## src/rtl/bicubic_pixel_framer.sv

```systemverilog
// rtl/bicubic_pixel_framer.sv - tags a raster pixel stream with x/y/frame markers for a bicubic core
//
// Accepts {R,G,B} pixels on s_valid/s_ready, stamps each with its column, row and
// sof/eol/eof flags at push time, and buffers them in a FIFO_DEPTH-entry FIFO
// presented on m_valid/m_ready. Once the last pixel of a frame is accepted, input
// is blocked until the FIFO drains, then frame_done pulses for one cycle.
//
// Ports:
//   clk, rst                 clock, asynchronous active-high reset
//   s_valid, s_ready, s_data upstream pixel stream (24-bit {R,G,B})
//   m_valid, m_ready, m_data downstream pixel stream
//   m_x, m_y                 column / row of m_data
//   m_sof, m_eol, m_eof      first pixel of frame, last of row, last of frame
//   frame_done               one-cycle pulse when a frame has fully drained
//   stall_cnt                downstream stall cycles (BICUBIC_FRAMER_STALL_CNT_EN)
//
// Optional feature macro: BICUBIC_FRAMER_STALL_CNT_EN enables the stall counter;
// without it stall_cnt is tied to zero.

module bicubic_pixel_framer #(
    parameter int SRC_W      = 960,
    parameter int SRC_H      = 540,
    parameter int FIFO_DEPTH = 4
) (
    input  logic        clk,
    input  logic        rst,
    input  logic        s_valid,
    output logic        s_ready,
    input  logic [23:0] s_data,
    output logic        m_valid,
    input  logic        m_ready,
    output logic [23:0] m_data,
    output logic [15:0] m_x,
    output logic [15:0] m_y,
    output logic        m_sof,
    output logic        m_eol,
    output logic        m_eof,
    output logic        frame_done,
    output logic [31:0] stall_cnt
);

    localparam int              PW      = $clog2(FIFO_DEPTH);
    localparam int              EW      = 24 + 16 + 16 + 3;
    localparam logic [15:0]     X_LAST  = 16'(SRC_W - 1);
    localparam logic [15:0]     Y_LAST  = 16'(SRC_H - 1);
    localparam logic [PW:0]     DEPTH_C = (PW + 1)'(FIFO_DEPTH);
    localparam logic [PW-1:0]   PTR_ONE = 1;
    localparam logic [PW:0]     CNT_ONE = 1;

    typedef enum logic [1:0] {
        IDLE,
        RUN,
        DRAIN
    } state_t;

    state_t          state;
    state_t          state_nxt;

    logic [EW-1:0]   mem [FIFO_DEPTH];
    logic [EW-1:0]   rd_entry;
    logic [PW-1:0]   wr_ptr;
    logic [PW-1:0]   rd_ptr;
    logic [PW:0]     count;
    logic [15:0]     x;
    logic [15:0]     y;

    logic            full;
    logic            empty;
    logic            push;
    logic            pop;
    logic            col_last;
    logic            row_last;
    logic            last_px;

    assign full     = (count == DEPTH_C);
    assign empty    = (count == '0);
    assign s_ready  = (state != DRAIN) && !full;
    assign m_valid  = !empty;
    assign push     = s_valid && s_ready;
    assign pop      = m_valid && m_ready;
    assign col_last = (x == X_LAST);
    assign row_last = (y == Y_LAST);
    assign last_px  = col_last && row_last;

    always_comb begin
        state_nxt = state;
        case (state)
            IDLE:    if (push) state_nxt = last_px ? DRAIN : RUN;
            RUN:     if (push && last_px) state_nxt = DRAIN;
            DRAIN:   if (empty) state_nxt = IDLE;
            default: state_nxt = IDLE;
        endcase
    end

    // frame_done is registered so it lines up with the first IDLE cycle
    always_ff @(posedge clk or posedge rst) begin
        if (rst) begin
            state      <= IDLE;
            frame_done <= 1'b0;
        end else begin
            state      <= state_nxt;
            frame_done <= (state == DRAIN) && (state_nxt == IDLE);
        end
    end

    // Raster position of the next pixel to be accepted
    always_ff @(posedge clk or posedge rst) begin
        if (rst) begin
            x <= '0;
            y <= '0;
        end else if (push) begin
            if (col_last) begin
                x <= '0;
                y <= row_last ? '0 : y + 16'd1;
            end else begin
                x <= x + 16'd1;
            end
        end
    end

    // Storage carries no reset; entries are only visible through m_valid
    always_ff @(posedge clk) begin
        if (push) begin
            mem[wr_ptr] <= {s_data, x, y, (x == '0) && (y == '0), col_last, last_px};
        end
    end

    always_ff @(posedge clk or posedge rst) begin
        if (rst) begin
            wr_ptr <= '0;
            rd_ptr <= '0;
            count  <= '0;
        end else begin
            if (push) wr_ptr <= wr_ptr + PTR_ONE;
            if (pop)  rd_ptr <= rd_ptr + PTR_ONE;
            case ({push, pop})
                2'b10:   count <= count + CNT_ONE;
                2'b01:   count <= count - CNT_ONE;
                default: count <= count;
            endcase
        end
    end

    // Gate the head entry so an empty FIFO presents all-zero data and tags
    assign rd_entry = mem[rd_ptr];
    assign {m_data, m_x, m_y, m_sof, m_eol, m_eof} = m_valid ? rd_entry : '0;

`ifdef BICUBIC_FRAMER_STALL_CNT_EN
    logic [31:0] stall_q;

    always_ff @(posedge clk or posedge rst) begin
        if (rst) begin
            stall_q <= '0;
        end else if ((state == IDLE) && push) begin
            stall_q <= '0;
        end else if (m_valid && !m_ready && (stall_q != 32'hFFFF_FFFF)) begin
            stall_q <= stall_q + 32'd1;
        end
    end

    assign stall_cnt = stall_q;
`else
    assign stall_cnt = '0;
`endif

endmodule

```

## config.mk

```make
export PLATFORM = sky130hd
export DESIGN_NAME = bicubic_pixel_framer
export DESIGN_NICKNAME = d
export VERILOG_FILES = /design/src/rtl/bicubic_pixel_framer.sv
export SDC_FILE = /design/constraint.sdc
export NUM_CORES = 1
export LEC_CHECK = 0
export ABC_AREA = 1
export CAP_MARGIN = 20
export CORE_ASPECT_RATIO = 1.25
export CORE_MARGIN = 2
export CORE_UTILIZATION = 50
export CTS_BUF_LIST = sky130_fd_sc_hd__clkbuf_16
export CTS_CLUSTER_DIAMETER = 150
export DETAILED_ROUTE_END_ITERATION = 7
export PLACE_DENSITY = 0.83
export REMOVE_ABC_BUFFERS = 1
export SETUP_SLACK_MARGIN = 0.5
export SLEW_MARGIN = 20
export SYNTH_ARGS = -nofsm -noshare
export SYNTH_HDL_FRONTEND = slang
export SYNTH_SLANG_ARGS = --single-unit
```

## constraint.sdc

```tcl
create_clock -name clk -period 8.84 [get_ports clk]
set_clock_uncertainty 0.05 [all_clocks]
set_input_delay 2.652 -clock clk [delete_from_list [all_inputs] [get_ports clk]]
set_output_delay 2.652 -clock clk [all_outputs]
set_load 0.005 [all_outputs]
```

==> results of run 1 <==
[sequential cells by signal (all words and copies together), names as in the netlist]
register	flops
mem	236
x	16
y	16
count	3
rd_ptr	2
state	2
wr_ptr	2
frame_done	1
[cells in the final DEF, fill, tap and decap left out, drive strengths merged]
cell,netlist,final
nor3,7,7
nand4,11,11
nand3,34,34
xnor2,3,3
inv,57,59
o21ai,144,144
nand2,112,112
o21bai,1,1
bufinv,0,3
nor2,294,294
edfxtp,236,236
fa,1,1
nor4,2,2
and3,1,1
ha,9,9
xor2,14,14
clkinvlp,0,1
clkdlybuf4s50,0,89
dfrtp,42,42
nor3b,1,1
a21oi,62,62
buf,54,10
clkinv,1,15
and2,1,1
conb,1,32
clkbuf,27,27
[power by group]
| part | switching, uW | internal [uW] |
|---|---|---|
| logic | 951 | 718 |
| clock network | 469 | 642 |
| registers | 146 | 1710 |
[layout make-up]
cell class / instances / area [um2] / area share, %
inverters: 58 / 218 / 1.56
clock inverters: 20 / 181 / 1.30
clock buffers: 27 / 676 / 4.84
multi-input cells: 729 / 3370 / 24.2
well taps: 325 / 407 / 2.91
repair buffers: 99 / 966 / 6.92
flip-flops and latches: 278 / 8140 / 58.3
[how the worst max path moves through the flow]
stage	startpoint	end	slack, ps	cells past startpoint
finish	rd_ptr[0]	m_x[5]	2560	5
floorplan	rd_ptr[0]	m_data[0]	2450	3
detailed placement	rd_ptr[0]	m_x[3]	3090	5
global placement	rd_ptr[0]	m_x[3]	3150	5
CTS	rd_ptr[0]	m_x[3]	2530	5
global route	rd_ptr[0]	m_x[5]	2310	5
[worst max-delay path, cell delays in order (launching register included)]
cell and delay (ps):
dfrtp_4 710, inv_2 690, buf_4 620, o21ai_0 220, a21oi_1 230, clkdlybuf4s50_1 550
[cell families after synthesis]
family                     after synthesis  share of synthesized area (%)
AOI/OAI and AO/OA                      207                           8.72
and+or+nand+nor                        463                           15.7
other                                    1                         0.0311
buffers and inverters                  139                           5.67
xor gates and xnor gates                17                           1.24
DFF                                    278                           67.6
adders and majority gates               10                           1.10
[metrics by stage]
step	setup slack (ps)	power, uW	utilization [%]	cell area [um2]
after floorplan	2450	2700	-	11700
after global placement	3150	3500	55.2	13100
after detailed placement	3090	3560	55.2	13100
after CTS	2530	4680	58.9	14000
after global routing	2310	4900	58.9	14000
final	2560	4640	58.9	14000
[metal layers]
layer | share of wire, % | GRT usage, %
met5 | 0 | 0
met3 | 5.4 | 2.62
met1 | 39 | 24.7
met2 | 52 | 37.0
met4 | 2.7 | 8.04
[synth_stat cells, types with 2 or more instances]
| master | number | area share (%) |
|---|---|---|
| nand4_1 | 11 | 0.57 |
| nand2_1 | 110 | 3.4 |
| nor4_1 | 2 | 0.10 |
| xnor2_1 | 3 | 0.22 |
| clkbuf_1 | 27 | 0.84 |
| ha_1 | 9 | 0.94 |
| buf_4 | 33 | 2.1 |
| xor2_1 | 14 | 1.0 |
| nor2_1 | 291 | 9.1 |
| edfxtp_1 | 236 | 59 |
| buf_2 | 18 | 0.75 |
| inv_2 | 3 | 0.094 |
| nand3_1 | 31 | 1.3 |
| o21ai_2 | 3 | 0.22 |
| nor3_1 | 6 | 0.25 |
| inv_1 | 54 | 1.7 |
| buf_6 | 2 | 0.19 |
| nor2_4 | 2 | 0.19 |
| o21ai_0 | 134 | 5.6 |
| nand3_2 | 2 | 0.17 |
| a21oi_1 | 62 | 2.6 |
| o21ai_1 | 7 | 0.29 |
| dfrtp_1 | 42 | 8.7 |
==> impl_results.md, run 1 <==
* Cell row count at between 60 and 70
* Fill count at 1819
* Internal reg-to-reg setup slack at 5740 ps
* CTS Buf Count at 26
* Cells after DPL at about 1500
* DRC viols at 0
* Setup TNS at 0 ps
* Dpl hpwl at about 15000 um
* Final Cycle Share at between 70% and 80%
* DR pass1 iterations at 5
* Max Root-Sink Buffers at 3
* Worst Tran Pin Value at ~950 ps
* Synth Cell Area at ~12000 um2
* Minimum clock period at about 6300 ps
* Reg2Reg Capture Point: count[1]
* Initial Util at 50.8%
* Fraction of registers with async set/reset at ~15%
* Core Area at 23700 um2
* Syn Inst Count at 1115
* Crit Reg-Reg Startpoint: count[0]
* Clock-pin transition on the worst setup and hold timing paths at 70 ps
* Root buffer cell: clkbuf_16
* VDD IR max at around 0.19 mV
* WHS at approximately 500 ps
* Number of synthesized flops with an enable pin at between 200 and 250
* Final Hold Fails at 0
* Status: complete, no violations
* Sequential cell area fraction in the yosys report at between 60% and 70%
* I/O pin cnt at 122
* Syn. warnings at 0
* Startpoint class of the critical path: flip-flop
* Main synth FF type: edfxtp_1
* Synthesized area per cell at about 11 um2
* Crit path arrival time at around 3600 ps
* Via count at roughly 8200
* CP endpoint kind: primary output
* Fin nets at roughly 1200
* Routed vias/inst at between 5 and 6
* Vias in the first global route at slightly above 8000
* Die Height at between 150 and 200 um
* Syn-to-layout area delta at 16.0%
* CP Max Fanout at 62
* Relative slew margins at between 30 and 40%
* Register bit count reported by yosys at about 280
* Hold EP: state[1]
* Max-slew violation count at 0
* Post-CTS Hold Buffers at 0
* H-tree levels at 1
* TritonCTS clock tree: done
* IO Port Bufs at 89
* Initial DRC Count at slightly below 700
* Antenna violations before repair at 0
* Max_cap viols at 0
* Clock latency on the worst-skew pair at ~540 ps
* Worst min-delay path class: flip-flop to flip-flop
* Post-CTS sizing at 0
* Pwr dens at ~330 nW/um2
* Routed len/inst at between 15 and 20 um
* Die area at ~25000 um2
* CP Data Required Time at 6140 ps
* Placer's final routability congestion estimate at roughly 0.9
* Sink Count at 278
* Fraction of layout cells with a size suffix above 1 at 6.03%
* Static leakage at roughly 0.0051 uW
* Unrepaired setup endpoints after global routing: no
* Hold_sp: state[0]
* Largest net degree at the start of global routing at 75
* Antenna Nets Post-Route at 0
* F_max at roughly 160 MHz
* Post-synth cell types at 36
* Die width at between 100 and 150 um
* Antenna diode count at 0
* Total length of routed wires at ~26000 um
* Final setup vio count at 0
* All-Layer GR Usage at between 20% and 30%
* Remaining Overflow, GRT at 0
* CP Class: flip-flop to primary output
* Finished Layout Cells at around 1500
* FF-to-FF path depth at 7
* Post-CTS setup buffers at 0
* First-pass GRT wire length at 40700 um
* Hold path depth at 3
No activity file was read; power rests on OpenSTA's default activity.
==> inputs of run 2 (changes only) <==
Settings changed: PLACE_DENSITY 0.83 to 0.85.
Clock period 8.84 ns to 5.2 ns, I/O delays scaled along.
==> impl_results.md, run 2 (synthesized netlist as in run 1, its figures left out) <==
* Status: complete, no violations
* IO Port Bufs at around 90
* Final Hold Fails at 0
* Initial DRC Count at roughly 860
* TritonCTS clock tree: done
* Syn-to-layout area delta at 17.1%
* Leading cell type in the layout, fill and taps excluded: nor2_1
* Crit path cell chain: inv_6 > buf_12 > buf_4 > o21ai_0 > a21oi_1 > clkdlybuf4s50_1
* First-pass GRT wire length at between 40000 and 50000 um
* Placer's final routability congestion estimate at between 0.8 and 0.9
* Internal reg-to-reg setup slack at 2490 ps
* CP Class: flip-flop to primary output
* Die area at 25300 um2
* Pwr Total at around 7900 uW
* Vias in the first global route at roughly 8100
* H-tree levels at 1
* Switching part of the total power at 33.4%
* Crit path arrival time at around 2900 ps
* Largest net degree at the start of global routing at between 60 and 70
* Startpoint class of the critical path: flip-flop
* Setup TNS at 0 ps
* Max_cap viols at 0
* M1 GR Usage at ~24%
* Remaining Overflow, GRT at 0
* Final Cycle Share at ~86%
* Static leakage at just over 0.005 uW
* Antenna violations before repair at 0
* DP Area at between 10000 and 15000 um2
* CP endpoint kind: primary output
* Worst Tran Pin Value at between 900 and 1000 ps
* DRC viols at 0
* Most frequent cells in the layout: 287 x nor2_1, 236 x edfxtp_1, 134 x o21ai_0
* Post-CTS Hold Buffers at 0
* Grt met2 use at 37.3%
* I/O pin cnt at around 120
* Routed len/inst at approximately 17 um
* Total length of routed wires at ~26000 um
* GRT busiest layer: met2
* Post-Place Worst Slack at 884 ps
* Initial Util at approximately 50%
* All-Layer GR Usage at between 20% and 30%
* Worst min-delay path class: flip-flop to flip-flop
* Dpl hpwl at approximately 15000 um
* Final setup vio count at 0
* Clock share of power at 23.7%
* Sink Count at 278
* Clock-pin transition on the worst setup and hold timing paths at about 70 ps
* Flop pwr share at ~40%
* Minimum clock period at about 4500 ps
* Internal cell power at 5300 uW
* Relative slew margins at about two fifths
* Antenna diode count at 0
* Final Util at 59.5%
* CTS Buf Count at 26
* Cell row count at between 60 and 70
* Fraction of layout cells with a size suffix above 1 at ~6%
* Fill count at approximately 1800
* Max reg flops at 236
* Via count at about 8000
* Design area at approximately 14000 um2
* Slowest Stage Delay on Critical Path at about 660 ps
* Biggest regs: mem: 236 flops, x: 16 flops, y: 16 flops
* CP Data Required Time at 3590 ps
* Root buffer cell: clkbuf_16
* DR pass1 iterations at 5
* Die Height at about 180 um
* Die width at around 140 um
* Clock latency on the worst-skew pair at roughly 530 ps
* Final setup margin at around 730 ps
* Net Switching at between 2000 and 3000 uW
* Logic pwr share at a little under two fifths
* Unrepaired setup endpoints after global routing: no
* Top reg by flops: mem
* Core Area at about 24000 um2
* Antenna Nets Post-Route at 0
* Pwr dens at between 500 and 600 nW/um2
* F_max at around 220 MHz
* Fin nets at between 1000 and 1500
* Slowest CP cell: dfrtp_4
* Max Root-Sink Buffers at 3
* M3 GR Usage at under 10%
* Routed vias/inst at between 5 and 6
* CP Max Fanout at a little over 60
* Max-slew violation count at 0
* VDD IR max at approximately 0.25 mV
==> run 2: cell count changes in the layout (fill, tap and decap cells not counted), sizes merged <==
cell,change
buf,+6
inv,+3
clkinv,-2
==> run 2: critical path: cells and delay by family, from the launching register on <==
family	cells	cell delay, ps
flops	1	660
compound gates	2	280
buf+inv	4	1370
==> run 2: timing repair <==
| action | CTS | global route |
|---|---|---|
| buffers inserted | 0 | 1 |
| pin swaps | 0 | 0 |
| setup endpoints to repair | 13 | 22 |
| resized for setup | 2 | 0 |
==> run 2: power by group through the flow <==
stage	clock, uW	sequential, uW	combinational [uW]
2_1_floorplan	0	3240	1340
3_3_place_gp	0	3180	2820
3_5_place_dp	0	3200	2890
4_1_cts	1900	3160	2910
5_1_grt	1980	3180	3250
6_report	1880	3140	2930
==> run 2: cell type report <==
| class | count | area [um2] | share of cell area [%] |
|---|---|---|---|
| multi-input combinational | 729 | 3370 | 23.9 |
| sequential | 278 | 8140 | 57.7 |
| tap | 325 | 407 | 2.88 |
| inverter | 58 | 223 | 1.58 |
| clock buffer | 27 | 676 | 4.79 |
| timing repair buffer | 105 | 1110 | 7.84 |
| clock inverter | 21 | 179 | 1.27 |
==> run 2: final timing paths <==
kind                            cells past startpoint      start          to
worst max-delay path                                6  rd_ptr[0]  m_data[13]
worst min-delay path                                3   state[0]    state[1]
worst max register to register                      7   count[0]    count[1]
worst min register to register                      3   state[0]    state[1]
max in group asynchronous                           4        rst        y[1]
min in group asynchronous                           2        rst  frame_done
==> run 2: through the flow <==
stage,std cells,hold slack [ps]
after floorplan,1065,436
after global placement,1493,467
after detailed placement,1493,502
after CTS,1541,504
after global routing,1543,519
final,1543,504
==> run 2: per-layer routing <==
layer	vias up	part of all wire (%)
li1	3903	-
met1	3948	38
met2	289	53
met3	61	5.7
met4	0	2.4
met5	-	0
==> inputs of run 3 (changes only) <==
Settings changed: CTS_CLUSTER_DIAMETER 150 to 120, PLACE_DENSITY 0.85 to 0.83.
Clock period 5.2 ns to 4.4 ns, I/O delays scaled along.
==> impl_results.md, run 3 (synthesized netlist as in run 1, its figures left out) <==
* Status: complete, no violations
* CP Capture Point: m_y[9]
* Crit path arrival time at between 2000 and 2500 ps
* Biggest regs: mem: 236 flops, x: 16 flops, y: 16 flops
* Unrepaired setup endpoints after global routing: no
* Relative slew margins at 39.8%
* DP Area at approximately 13000 um2
* Root buffer cell: clkbuf_16
* Remaining Overflow, GRT at 0
* CP Max Fanout at 66
* Crit path from: rd_ptr[0]
* Final Cycle Share at between 80 and 90%
* Post-CTS Hold Buffers at 0
* Top reg by flops: mem
* Clock latency on the worst-skew pair at roughly 520 ps
* Internal reg-to-reg setup slack at 2010 ps
* Static leakage at between 0.005 and 0.006 uW
* Pwr dens at between 600 and 700 nW/um2
* Reg2Reg Capture Point: count[2]
* Initial Util at 50.8%
* Design area at around 14000 um2
* DRC viols at 0
* Max Root-Sink Buffers at 3
* Worst path top cell family by delay: buffers and inverters
* First-pass GRT wire length at around 41000 um
* CP bufs+invs at 3
* Pwr Total at approximately 9500 uW
* Routed vias/inst at 5.37
* Sink Count at approximately 280
* Crit path cell chain: inv_2 > buf_12 > o21ai_0 > a21oi_1 > clkdlybuf4s50_1
* Crit. path cell count at 5
* F_max at around 260 MHz
* Slowest CP cell: clkdlybuf4s50_1
* Clock-pin transition on the worst setup and hold timing paths at 70 ps
* Leading cell type in the layout, fill and taps excluded: nor2_1
* IO Port Bufs at between 80 and 90
* Via count at between 8000 and 9000
* CTS Buf Count at 25
* Die area at around 25000 um2
* CP Data Required Time at about 3000 ps
* Post-Place Worst Slack at about 630 ps
* FF-to-FF path depth at 9
* VDD IR max at around 0.34 mV
* Antenna violations before repair at 0
* Syn-to-layout area delta at 17.6%
* Minimum clock period at 3860 ps
* CP endpoint kind: primary output
* Dpl hpwl at between 15000 and 20000 um
* Fraction of layout cells with a size suffix above 1 at roughly 7.0%
* Startpoint class of the critical path: flip-flop
* Fin nets at ~1200
* Antenna Nets Post-Route at 0
* Placer's final routability congestion estimate at roughly 0.91
* I/O pin cnt at around 120
* DR pass1 iterations at 6
* Initial DRC Count at ~850
* Crit Reg-Reg Startpoint: count[0]
* Cell row count at 63
* Die Height at ~180 um
* Max reg flops at 236
* All-Layer GR Usage at 20.6%
* Antenna diode count at 0
* Largest net degree at the start of global routing at between 60 and 70
* Slowest Stage Delay on Critical Path at roughly 560 ps
* Total length of routed wires at between 20000 and 30000 um
* Worst min-delay path class: flip-flop to flip-flop
* Die width at roughly 140 um
* Max_cap viols at 0
* Worst Tran Pin Value at approximately 900 ps
* Max-slew violation count at 0
* CP Class: flip-flop to primary output
* H-tree levels at 1
* Final setup vio count at 0
* Final setup margin at approximately 540 ps
* Final Hold Fails at 0
* Routed len/inst at between 15 and 20 um
* Most frequent cells in the layout: 287 x nor2_1, 236 x edfxtp_1, 134 x o21ai_0
* Vias in the first global route at around 8100
* Core Area at ~24000 um2
* TritonCTS clock tree: done
==> run 3: changes by cell type in the layout (fill, tap and decap cells not counted), sizes merged <==
cell | before | now
clkinvlp | 1 | 3
bufinv | 3 | 4
bufbuf | 0 | 1
inv | 62 | 60
buf | 16 | 23
clkinv | 13 | 10
clkbuf | 27 | 26
==> run 3: cell type report <==
class	instances	area (um2)
timing repair buffer	113	1160
tap	325	407
clock inverter	19	208
multi-input combinational	729	3370
inverter	58	223
sequential	278	8140
clock buffer	26	651
fill	1835	9570
==> run 3: repair_timing <==
| action | CTS | global route |
|---|---|---|
| resized for setup | 6 | 2 |
| setup buffers | 2 | 2 |
| gates cloned | 1 | 0 |
| setup endpoints to repair | 53 | 34 |
| pin swaps | 1 | 0 |
==> run 3: metal layers <==
layer	share of wire [%]	track usage, %
met4	3.2	8.17
met5	0	0
met2	51	36.3
met1	40	25.5
met3	5.2	3.16
==> run 3: report_power, final <==
part           internal, uW  switching, uW  leakage, uW
sequential             3440            241      0.00274
combinational          1590           2020      0.00207
clock                  1310            915     0.000417
==> run 3: through the flow <==
step | cells | setup TNS [ps] | util [%] | hold slack [ps]
after global routing | 1548 | 0 | 59.7 | 544
after global placement | 1498 | 0 | 55.6 | 469
after detailed placement | 1498 | 0 | 55.6 | 491
final | 1548 | 0 | 59.7 | 496
after CTS | 1546 | 0 | 59.5 | 502
after floorplan | 1065 | -72000 | - | 436
==> run 3: how the worst min path moves through the flow <==
stage,to,cells after the start,start
after floorplan,count[0],1,count[0]
after global placement,state[1],2,state[1]
final,state[1],3,state[0]
after CTS,state[1],3,state[0]
after global routing,state[1],3,state[0]
after detailed placement,state[1],3,state[0]
==> run 3: worst reg2reg max path, delay by kind of cell (launching register included) <==
family | cells | cell delay [ps]
buf+inv | 2 | 310
fa+ha+maj | 2 | 620
simple gates | 2 | 480
compound gates | 2 | 260
xor+xnor | 1 | 140
flops | 1 | 440
